<file path="src/rtl/riscv_div_unit_pkg.sv">
// riscv_pkg: shared definitions for the RV32M divide unit.
//   DIV_F3 / DIVU_F3 / REM_F3 / REMU_F3 : funct3 encodings of the divide ops.
//   div_state_t                         : divider FSM states.
package riscv_pkg;

  localparam logic [2:0] DIV_F3  = 3'b100;
  localparam logic [2:0] DIVU_F3 = 3'b101;
  localparam logic [2:0] REM_F3  = 3'b110;
  localparam logic [2:0] REMU_F3 = 3'b111;

  typedef enum logic [1:0] {
    IDLE = 2'd0,
    RUN  = 2'd1,
    DONE = 2'd2
  } div_state_t;

  // DIV and REM interpret their operands as two's complement.
  function automatic logic f3_is_signed(input logic [2:0] f3);
    return (f3 == DIV_F3) || (f3 == REM_F3);
  endfunction

  // REM and REMU return the remainder instead of the quotient.
  function automatic logic f3_is_rem(input logic [2:0] f3);
    return (f3 == REM_F3) || (f3 == REMU_F3);
  endfunction

endpackage

</file>
<file path="src/rtl/riscv_div_unit_if.sv">
// riscv_div_unit_if: execute-stage <-> divider connection.
//   start, funct3, dividend, divisor, rd_in : request from the pipeline
//   div_stall                               : to the hazard unit (DivStalled)
//   result_valid, result, rd_out            : response muxed into EX/MEM
// Modports: master = pipeline side, slave = divider side.
interface riscv_div_unit_if #(
  parameter int XLEN = 32
);
  logic            start;
  logic [2:0]      funct3;
  logic [XLEN-1:0] dividend;
  logic [XLEN-1:0] divisor;
  logic [4:0]      rd_in;
  logic            div_stall;
  logic            result_valid;
  logic [XLEN-1:0] result;
  logic [4:0]      rd_out;

  modport master (
    output start, funct3, dividend, divisor, rd_in,
    input  div_stall, result_valid, result, rd_out
  );

  modport slave (
    input  start, funct3, dividend, divisor, rd_in,
    output div_stall, result_valid, result, rd_out
  );
endinterface

</file>
<file path="src/rtl/riscv_div_unit_iter_step.sv">
// div_iter_step: one combinational restoring-division step.
//   prem      in  XLEN+1 : current partial remainder
//   dvd_bit   in  1      : next dividend bit shifted in (MSB first)
//   divisor   in  XLEN   : divisor magnitude
//   prem_next out XLEN+1 : updated partial remainder
//   q_bit     out 1      : quotient bit produced by this step
module div_iter_step #(
  parameter int XLEN = 32
) (
  input  logic [XLEN:0]   prem,
  input  logic            dvd_bit,
  input  logic [XLEN-1:0] divisor,
  output logic [XLEN:0]   prem_next,
  output logic            q_bit
);
  localparam int PW = XLEN + 1;

  // One extra bit of headroom so the shifted remainder can never wrap.
  logic [XLEN+1:0] shifted;

  assign shifted   = {prem, dvd_bit};
  assign q_bit     = (shifted >= {2'b00, divisor});
  assign prem_next = q_bit ? PW'(shifted - {2'b00, divisor}) : PW'(shifted);
endmodule

</file>
<file path="src/rtl/riscv_div_unit.sv">
// riscv_div_unit: iterative RV32M divider (DIV, DIVU, REM, REMU).
//   clk        : pipeline clock
//   rst        : synchronous active-high reset
//   bus.slave  : start/funct3/dividend/divisor/rd_in in;
//                div_stall/result_valid/result/rd_out out
// Optional feature macro: DIV_FASTPATH_EN -- divide-by-zero and signed
// overflow skip the iterations and complete one cycle after start.
module riscv_div_unit
  import riscv_pkg::*;
#(
  parameter int XLEN  = 32,
  parameter int STEPS = XLEN
) (
  input logic             clk,
  input logic             rst,
  riscv_div_unit_if.slave bus
);
  localparam int CNT_W = (STEPS > 1) ? $clog2(STEPS) : 1;
  localparam logic [CNT_W-1:0] CNT_LOAD = CNT_W'(STEPS - 1);
  localparam logic [XLEN-1:0]  MIN_NEG  = {1'b1, {(XLEN-1){1'b0}}};

  div_state_t state_reg, state_next;

  logic [CNT_W-1:0] cnt_reg;
  logic [XLEN:0]    prem_reg;
  logic [XLEN-1:0]  quo_reg;          // dividend bits shift out, quotient bits shift in
  logic [XLEN-1:0]  dvs_reg;
  logic             is_rem_reg, neg_q_reg, neg_r_reg, special_reg;
  logic [XLEN-1:0]  special_val_reg;
  logic [4:0]       rd_reg;
  logic [XLEN-1:0]  result_reg;
  logic [4:0]       rd_out_reg;

  // Request decode, only meaningful in the accepting cycle.
  logic            accept, op_signed, op_rem, dvd_neg, dvs_neg;
  logic            div_zero, sgn_ovf, special;
  logic [XLEN-1:0] dvd_mag, dvs_mag, special_val;

  assign accept    = (state_reg == IDLE) && bus.start;
  assign op_signed = f3_is_signed(bus.funct3);
  assign op_rem    = f3_is_rem(bus.funct3);
  assign dvd_neg   = op_signed && bus.dividend[XLEN-1];
  assign dvs_neg   = op_signed && bus.divisor[XLEN-1];
  // Negating MIN_NEG yields MIN_NEG, which is its correct unsigned magnitude.
  assign dvd_mag   = dvd_neg ? -bus.dividend : bus.dividend;
  assign dvs_mag   = dvs_neg ? -bus.divisor  : bus.divisor;
  assign div_zero  = (bus.divisor == '0);
  assign sgn_ovf   = op_signed && (bus.dividend == MIN_NEG) && (bus.divisor == '1);
  assign special   = div_zero || sgn_ovf;

  always_comb begin
    special_val = '0;
    if (div_zero) special_val = op_rem ? bus.dividend : '1;
    else          special_val = op_rem ? '0 : MIN_NEG;
  end

  // Restoring step datapath.
  logic [XLEN:0]   step_rem;
  logic            step_q;
  logic [XLEN-1:0] quo_next, rem_mag, quo_fin, rem_fin, final_val;
  logic            last_step;

  div_iter_step #(.XLEN(XLEN)) u_step (
    .prem      (prem_reg),
    .dvd_bit   (quo_reg[XLEN-1]),
    .divisor   (dvs_reg),
    .prem_next (step_rem),
    .q_bit     (step_q)
  );

  // After the last step the remainder is below the divisor, so it fits XLEN bits.
  assign quo_next  = {quo_reg[XLEN-2:0], step_q};
  assign rem_mag   = XLEN'(step_rem);
  assign quo_fin   = neg_q_reg ? -quo_next : quo_next;
  assign rem_fin   = neg_r_reg ? -rem_mag  : rem_mag;
  assign final_val = special_reg ? special_val_reg : (is_rem_reg ? rem_fin : quo_fin);
  assign last_step = (state_reg == RUN) && (cnt_reg == '0);

  // FSM state register.
  always_ff @(posedge clk) begin
    if (rst) state_reg <= IDLE;
    else     state_reg <= state_next;
  end

  // FSM next-state logic.
  always_comb begin
    state_next = state_reg;
    case (state_reg)
      IDLE: begin
        if (bus.start) begin
`ifdef DIV_FASTPATH_EN
          state_next = special ? DONE : RUN;
`else
          state_next = RUN;
`endif
        end
      end
      RUN:     if (cnt_reg == '0) state_next = DONE;
      DONE:    state_next = IDLE;
      default: state_next = IDLE;
    endcase
  end

  // Datapath registers.
  always_ff @(posedge clk) begin
    if (rst) begin
      cnt_reg    <= '0;
      result_reg <= '0;
      rd_out_reg <= '0;
    end else if (accept) begin
      cnt_reg         <= CNT_LOAD;
      prem_reg        <= '0;
      quo_reg         <= dvd_mag;
      dvs_reg         <= dvs_mag;
      is_rem_reg      <= op_rem;
      neg_q_reg       <= dvd_neg ^ dvs_neg;
      neg_r_reg       <= dvd_neg;
      special_reg     <= special;
      special_val_reg <= special_val;
      rd_reg          <= bus.rd_in;
`ifdef DIV_FASTPATH_EN
      if (special) begin
        result_reg <= special_val;
        rd_out_reg <= bus.rd_in;
      end
`endif
    end else if (state_reg == RUN) begin
      prem_reg <= step_rem;
      quo_reg  <= quo_next;
      if (cnt_reg != '0) cnt_reg <= cnt_reg - 1'b1;
      if (last_step) begin
        result_reg <= final_val;
        rd_out_reg <= rd_reg;
      end
    end
  end

  // Stall drops in DONE so the held D-stage op advances as the result retires.
  assign bus.div_stall    = !rst && (accept || (state_reg == RUN));
  assign bus.result_valid = !rst && (state_reg == DONE);
  assign bus.result       = result_reg;
  assign bus.rd_out       = rd_out_reg;
endmodule
</file>
<file path="src/flat_wrapper.sv">
// flat-port wrapper written by rule: the top's interface ports become plain ports
module riscv_div_unit_flat import riscv_pkg::*;
#(
  parameter int XLEN  = 32,
  parameter int STEPS = XLEN
)
  (clk, rst, bus_start, bus_funct3, bus_dividend, bus_divisor, bus_rd_in, bus_div_stall, bus_result_valid, bus_result, bus_rd_out);
  riscv_div_unit_if #(.XLEN(XLEN)) bus_i ();
  input logic clk;
  input logic rst;
  input wire logic [$bits(bus_i.start)-1:0] bus_start;
  input wire logic [$bits(bus_i.funct3)-1:0] bus_funct3;
  input wire logic [$bits(bus_i.dividend)-1:0] bus_dividend;
  input wire logic [$bits(bus_i.divisor)-1:0] bus_divisor;
  input wire logic [$bits(bus_i.rd_in)-1:0] bus_rd_in;
  output wire logic [$bits(bus_i.div_stall)-1:0] bus_div_stall;
  output wire logic [$bits(bus_i.result_valid)-1:0] bus_result_valid;
  output wire logic [$bits(bus_i.result)-1:0] bus_result;
  output wire logic [$bits(bus_i.rd_out)-1:0] bus_rd_out;
  assign bus_i.start = bus_start;
  assign bus_i.funct3 = bus_funct3;
  assign bus_i.dividend = bus_dividend;
  assign bus_i.divisor = bus_divisor;
  assign bus_i.rd_in = bus_rd_in;
  assign bus_div_stall = bus_i.div_stall;
  assign bus_result_valid = bus_i.result_valid;
  assign bus_result = bus_i.result;
  assign bus_rd_out = bus_i.rd_out;
  riscv_div_unit #(.XLEN(XLEN), .STEPS(STEPS)) u_core (.clk(clk), .rst(rst), .bus(bus_i));
endmodule
</file>
<file path="config.mk">
export PLATFORM = sky130hd
export DESIGN_NAME = riscv_div_unit_flat
export DESIGN_NICKNAME = d
export VERILOG_FILES = /design/src/rtl/riscv_div_unit_pkg.sv /design/src/rtl/riscv_div_unit_if.sv /design/src/rtl/riscv_div_unit_iter_step.sv /design/src/rtl/riscv_div_unit.sv /design/src/flat_wrapper.sv
export SDC_FILE = /design/constraint.sdc
export NUM_CORES = 1
export LEC_CHECK = 0
export ABC_AREA = 1
export CAP_MARGIN = 5
export CELL_PAD_IN_SITES_DETAIL_PLACEMENT = 2
export CELL_PAD_IN_SITES_GLOBAL_PLACEMENT = 2
export CORE_ASPECT_RATIO = 1.75
export CORE_MARGIN = 8
export CORE_UTILIZATION = 33
export DETAILED_ROUTE_END_ITERATION = 12
export PLACE_DENSITY = 0.81
export SYNTH_ARGS = -nofsm -noshare
export SYNTH_HDL_FRONTEND = slang
export SYNTH_HIERARCHICAL = 1
export SYNTH_SLANG_ARGS = --single-unit
export TNS_END_PERCENT = 1
</file>
<file path="constraint.sdc">
create_clock -name clk -period 7.4 [get_ports clk]
set_clock_uncertainty 0.1 [all_clocks]
set_input_delay 1.48 -clock clk [delete_from_list [all_inputs] [get_ports clk]]
set_output_delay 1.48 -clock clk [all_outputs]
set_load 0.01 [all_outputs]
</file>
Word-level counts from Yosys, hierarchy flattened
Index checks and enable logic that the tools add are counted.

storage, ports and cells
  flip-flop bits (word level) = 182
  output and inout port bits = 39

cells by class
  $add $sub $neg = 6
  magnitude comparators = 1
  eq/ne operators = 9
  mux-type cells = 19
  bitwise logic cells = 3
  reductions and logical operators = 24

operators with widths
  operator                                                             number
  32-bit 2-to-1 mux                                                    11
  32-bit negator                                                       4
  33-bit 2-to-1 mux                                                    2
  32-bit == test (second input constant)                               2
  34-bit by 32-bit greater-or-equal comparator with 1-bit output       1
  33-bit by 32-bit subtractor with 33-bit output                       1
  32-bit logical NOT                                                   1
  5-bit 2-to-1 mux                                                     3
  3-bit == test (second input constant)                                3
  1-bit logical AND                                                    8
  2-bit AND reduction                                                  4
  5-bit logical NOT                                                    1
  5-bit nonzero test                                                   1
  5-bit by 1-bit subtractor with 5-bit output (second input constant)  1
  1-bit logical OR                                                     4
  2-bit 2-to-1 mux                                                     2
  2-bit inequality test (second input constant)                        2
  2-bit one-hot mux with 2 select lines                                1
  2-bit nonzero test                                                   2
  3-bit AND reduction                                                  1
  2-bit by 1-bit == test with 1-bit output (second input constant)     1
  2-bit == test (second input constant)                                1
  2-bit logical NOT                                                    1
  1-bit inverter                                                       2
  other kinds (2)                                                      2

Longest topological paths before layout
  depth in word-level cells = 6
  depth in mapped cells = 27
  depth with buffers taken out = 26

Cells and area by module
The synthesis kept the hierarchy.

modules (own cells, without submodules)
  module          times used  cells an instance  area an instance (um^2)  seq. area each (um^2)
  riscv_div_unit  1           1407               10809.1                  5024.8
  div_iter_step   1           699                3278.1                   0.0

Worst setup path after synthesis
OpenSTA, ideal clock, no wires.

  path kind = input to output
  start = in rst
  end = out bus_div_stall
  arrival time = 5189 ps
  path slack = 631 ps
  stages on the path = 3
  path buffers = 2
  cells stage by stage = clkbuf_1 clkbuf_1 a21oi_1

between the ends
  cells in the longest elaborated chain, start to end = 2

ends and longest elaborated chain
  what               line                   RTL
  start, declared    flat_wrapper.sv:10     input logic rst;
  1-bit logical NOT  riscv_div_unit.sv:139  assign bus.div_stall = !rst && (accept || (state_reg == RUN));
  1-bit logical AND  riscv_div_unit.sv:139
  end, declared      flat_wrapper.sv:16     output wire logic [$bits(bus_i.div_stall)-1:0] bus_div_stall;

Every way passes these cells.

Final worst setup path
  start = reg u_core.quo_reg[31]
  end = reg u_core.result_reg[30], in the netlist u_core/bus.result[30]

between the ends
  cells in the longest elaborated chain, start to end = 6

ends and longest elaborated chain
  what                                                            line                            RTL
  start, declared                                                 riscv_div_unit.sv:26            logic [XLEN-1:0] quo_reg;
  start signal, assigned                                          riscv_div_unit.sv:113           quo_reg <= dvd_mag;
  start signal, assigned                                          riscv_div_unit.sv:129           quo_reg <= quo_next;
  34-bit by 32-bit greater-or-equal comparator with 1-bit output  riscv_div_unit_iter_step.sv:22  assign q_bit = (shifted >= {2'b00, divisor});
  via u_core.step_q                                               riscv_div_unit.sv:59            logic step_q;
  33-bit 2-to-1 mux                                               riscv_div_unit_iter_step.sv:23  assign prem_next = q_bit ? PW'(shifted - {2'b00, divisor}) : PW'(shifted);
  via u_core.step_rem[1]                                          riscv_div_unit.sv:58            logic [XLEN:0] step_rem;
  32-bit negator                                                  riscv_div_unit.sv:75            assign rem_fin = neg_r_reg ? -rem_mag : rem_mag;
  32-bit 2-to-1 mux                                               riscv_div_unit.sv:75
  32-bit 2-to-1 mux (2 in series)                                 riscv_div_unit.sv:76            assign final_val = special_reg ? special_val_reg : (is_rem_reg ? rem_fin : quo_fin);
  end signal, assigned                                            riscv_div_unit.sv:132           result_reg <= final_val;
  end, declared                                                   riscv_div_unit.sv:31            logic [XLEN-1:0] result_reg;

The timed path passes the listed nets, and every way through them passes these cells.
A chain may end at the register's enable or synchronous reset.

==> results.ini <==
[sta]
hold_viol = 0
setup_violations = 0
tns_ns = 0
tightest_slew_ns = 1.17
relSlewSlack_pct = 22.1
fin_crit_sh_pct = 69.5
rsz0062_at_grt = false
drv_slew = 0
fmax_ghz = 0.195
min_period_ns = 5.14

[synth]
synth_area_mm2 = 0.0141
async_flop_share_pct = 0
ys_top_cells_by_area = edfxtp_1, nand2_1, inv_1
synth_nets = 2220
ys_seq_area_share_pct = 35.7
synthCells = 2106
synth_top_area_share_pct = 29.4
synth_flop_cell = edfxtp_1
yosysWarningCount = 6
ys_types = 49
yosysTopAreaCell = edfxtp_1
yosys_register_bits = 182
synth-edff-count = 138
postSynthAreaPerCell_um2 = 6.69

[clock_network]
root_buffer = clkbuf_16
cts_num_sinks = 182
post-cts-setup-buffers = 0
clockBufferDepth = 2
clk_latency_ns = 0.47
cts_tree = done
ctsResizeCount = 0
cts.reportedPaths.clkPinSlew_ns = 0.08
cts_hold_buf = 0
cts_max_level = 4
cts_inserted_buffers = 17

[setup_path]
critical-path-top-delay-family = simple AND/OR/NAND/NOR gates
slowest_delay_ns = 0.54
crit_required_ns = 7.61
slowest_stage = nand3_4
path_class = reg -> reg
cp-start-kind = flop
cp-end-kind = flop
cp_num_buf_inv = 3
crit_arrival_ns = 5.35
worstPathMaxFanout = 36
crit_chain = inv_1, ha_1, inv_1, fa_1, nand3_1, nand3_2, nand2_1, nand2_1, nand2_2, nand3_4, nand2_1, nand2_1, inv_1, ha_1, nand3_1, nand2_1, nand3_1, nor2_1, nand3_1, nand3_1, nand3_1, nand2_1, a21oi_1

[layout]
nets = 2301
antennaDiodeCount = 0
drive_gt1_share_pct = 5.36
mostFrequentLayoutCells = nand2_1, inv_1, nor2_1
largest_register_ffs = 33
mostFrequentLayoutCell = nand2_1
syn_to_final_growth_pct = 16.3

[placement]
placement.io_buffers = 113
place_congestion = 0.886
place_hpwl_mm = 50.7

[grt]
antenna_found_initial = 0
grt_max_degree = 66
met3_usage_pct = 2.06
first_global_vias = 16700
busiest_layer = met2
grtUsageMet1_pct = 24.2
grt_usage_pct = 25.5
overflow = 0
grt_pass1_wl_mm = 95.9
grt_util_met2_pct = 50.5

[routing]
wl_mm = 62.2
drt-initial-drc-count = 615
dr.pass1.iters = 5
drtAntennaViolNets = 0
drc = 0
wl_per_cell_um = 22.5
via_count = 14600
viasPerCell = 5.29

[job]
maxCapViolCount = 0

[power]
power.density_mw_per_mm2 = 214
leakagePower_nw = 7.32
vdd_drop_max_mv = 0.173
p_total_mw = 3.51

[floorplanning]
rows = 100
die_w_um = 172
die-area_mm2 = 0.0498
coreArea_mm2 = 0.0423
io_pins = 114
die_h_um = 289
start_util_pct = 33.3

[outcome]
status = finished, final reports clean

[min_path]
hold_path_class = reg -> reg

[path summary, 6_finish.rpt]
check,startpoint,to,slack (ns),cells past startpoint
min,u_core/bus.result[2],u_core/bus.result[2],0.37,2
max,u_core/quo_reg[31],u_core/bus.result[30],2.26,23
min reg2reg,u_core/bus.result[2],u_core/bus.result[2],0.37,2
max reg2reg,u_core/quo_reg[31],u_core/bus.result[30],2.26,23
[where the power goes]
group          total (mW)  internal, mW  switching (mW)
combinational        1.26         0.360           0.901
sequential           1.26          1.21          0.0550
clock               0.982         0.492           0.491
total                3.51          2.06            1.45
[cell type report]
class	instances	area (µm²)
multi-input cells	1558	7650
inverters	300	1130
clock buffers	17	425
well taps	561	702
fillers	5281	25900
flip-flops and latches	182	5020
clock inverters	15	205
repair buffers	128	1250
[logic make-up after synthesis]
group / after synthesis / synth area share, %
AO/OA/AOI/OAI: 244 / 9.75
XOR/XNOR: 61 / 3.79
adder cells (fa/ha/maj): 39 / 3.52
buffers and inverters: 366 / 10.2
flip-flops: 182 / 35.7
AND/OR/NAND/NOR: 1214 / 37.1
[tightest hold or removal path: cells and delay by family (launching register included)]
family | cells | cell delay, ns
AND/OR/NAND/NOR | 1 | 0.06
AO/OA/AOI/OAI | 1 | 0.06
flip-flops | 1 | 0.31
[synth_stat cells (2+ instances only)]
library cell,number
a21oi_1,93
a21oi_2,20
a31oi_1,6
and2_1,5
buf_1,3
buf_2,13
buf_6,6
clkbuf_1,44
dfxtp_1,44
edfxtp_1,138
ha_1,38
inv_1,293
inv_2,6
nand2_1,618
nand2_2,3
nand3_1,181
nand3b_1,7
nand4_1,63
nand4_2,3
nor2_1,265
nor2_2,18
nor3_1,26
nor3_2,5
nor4_1,4
o211ai_1,10
o21ai_0,91
o21ai_1,7
o21bai_1,3
o221ai_1,3
o22ai_1,2
o31ai_1,6
or2_1,2
or2_2,5
xnor2_1,13
xor2_1,48
[routing by layer]
| metal | wire [µm] | share of wire (%) |
|---|---|---|
| met1 | 21800 | 35 |
| met5 | 0 | 0 |
| met2 | 35000 | 56 |
| met4 | 4330 | 7.0 |
| met3 | 1010 | 1.6 |
[metrics by stage]
step	instance area [µm²]	util, %	setup slack (ns)	hold slack (ns)	std cells
4_1_cts	16400	38.7	2.29	0.373	2760
2_1_floorplan	14100	-	0.631	0.345	2106
3_3_place_gp	15700	37.2	2.67	0.353	2728
5_1_grt	16400	38.7	1.88	0.399	2761
6_report	16400	38.7	2.26	0.372	2761
3_5_place_dp	15700	37.2	2.39	0.361	2728
(Power assumes the default switching activity.)
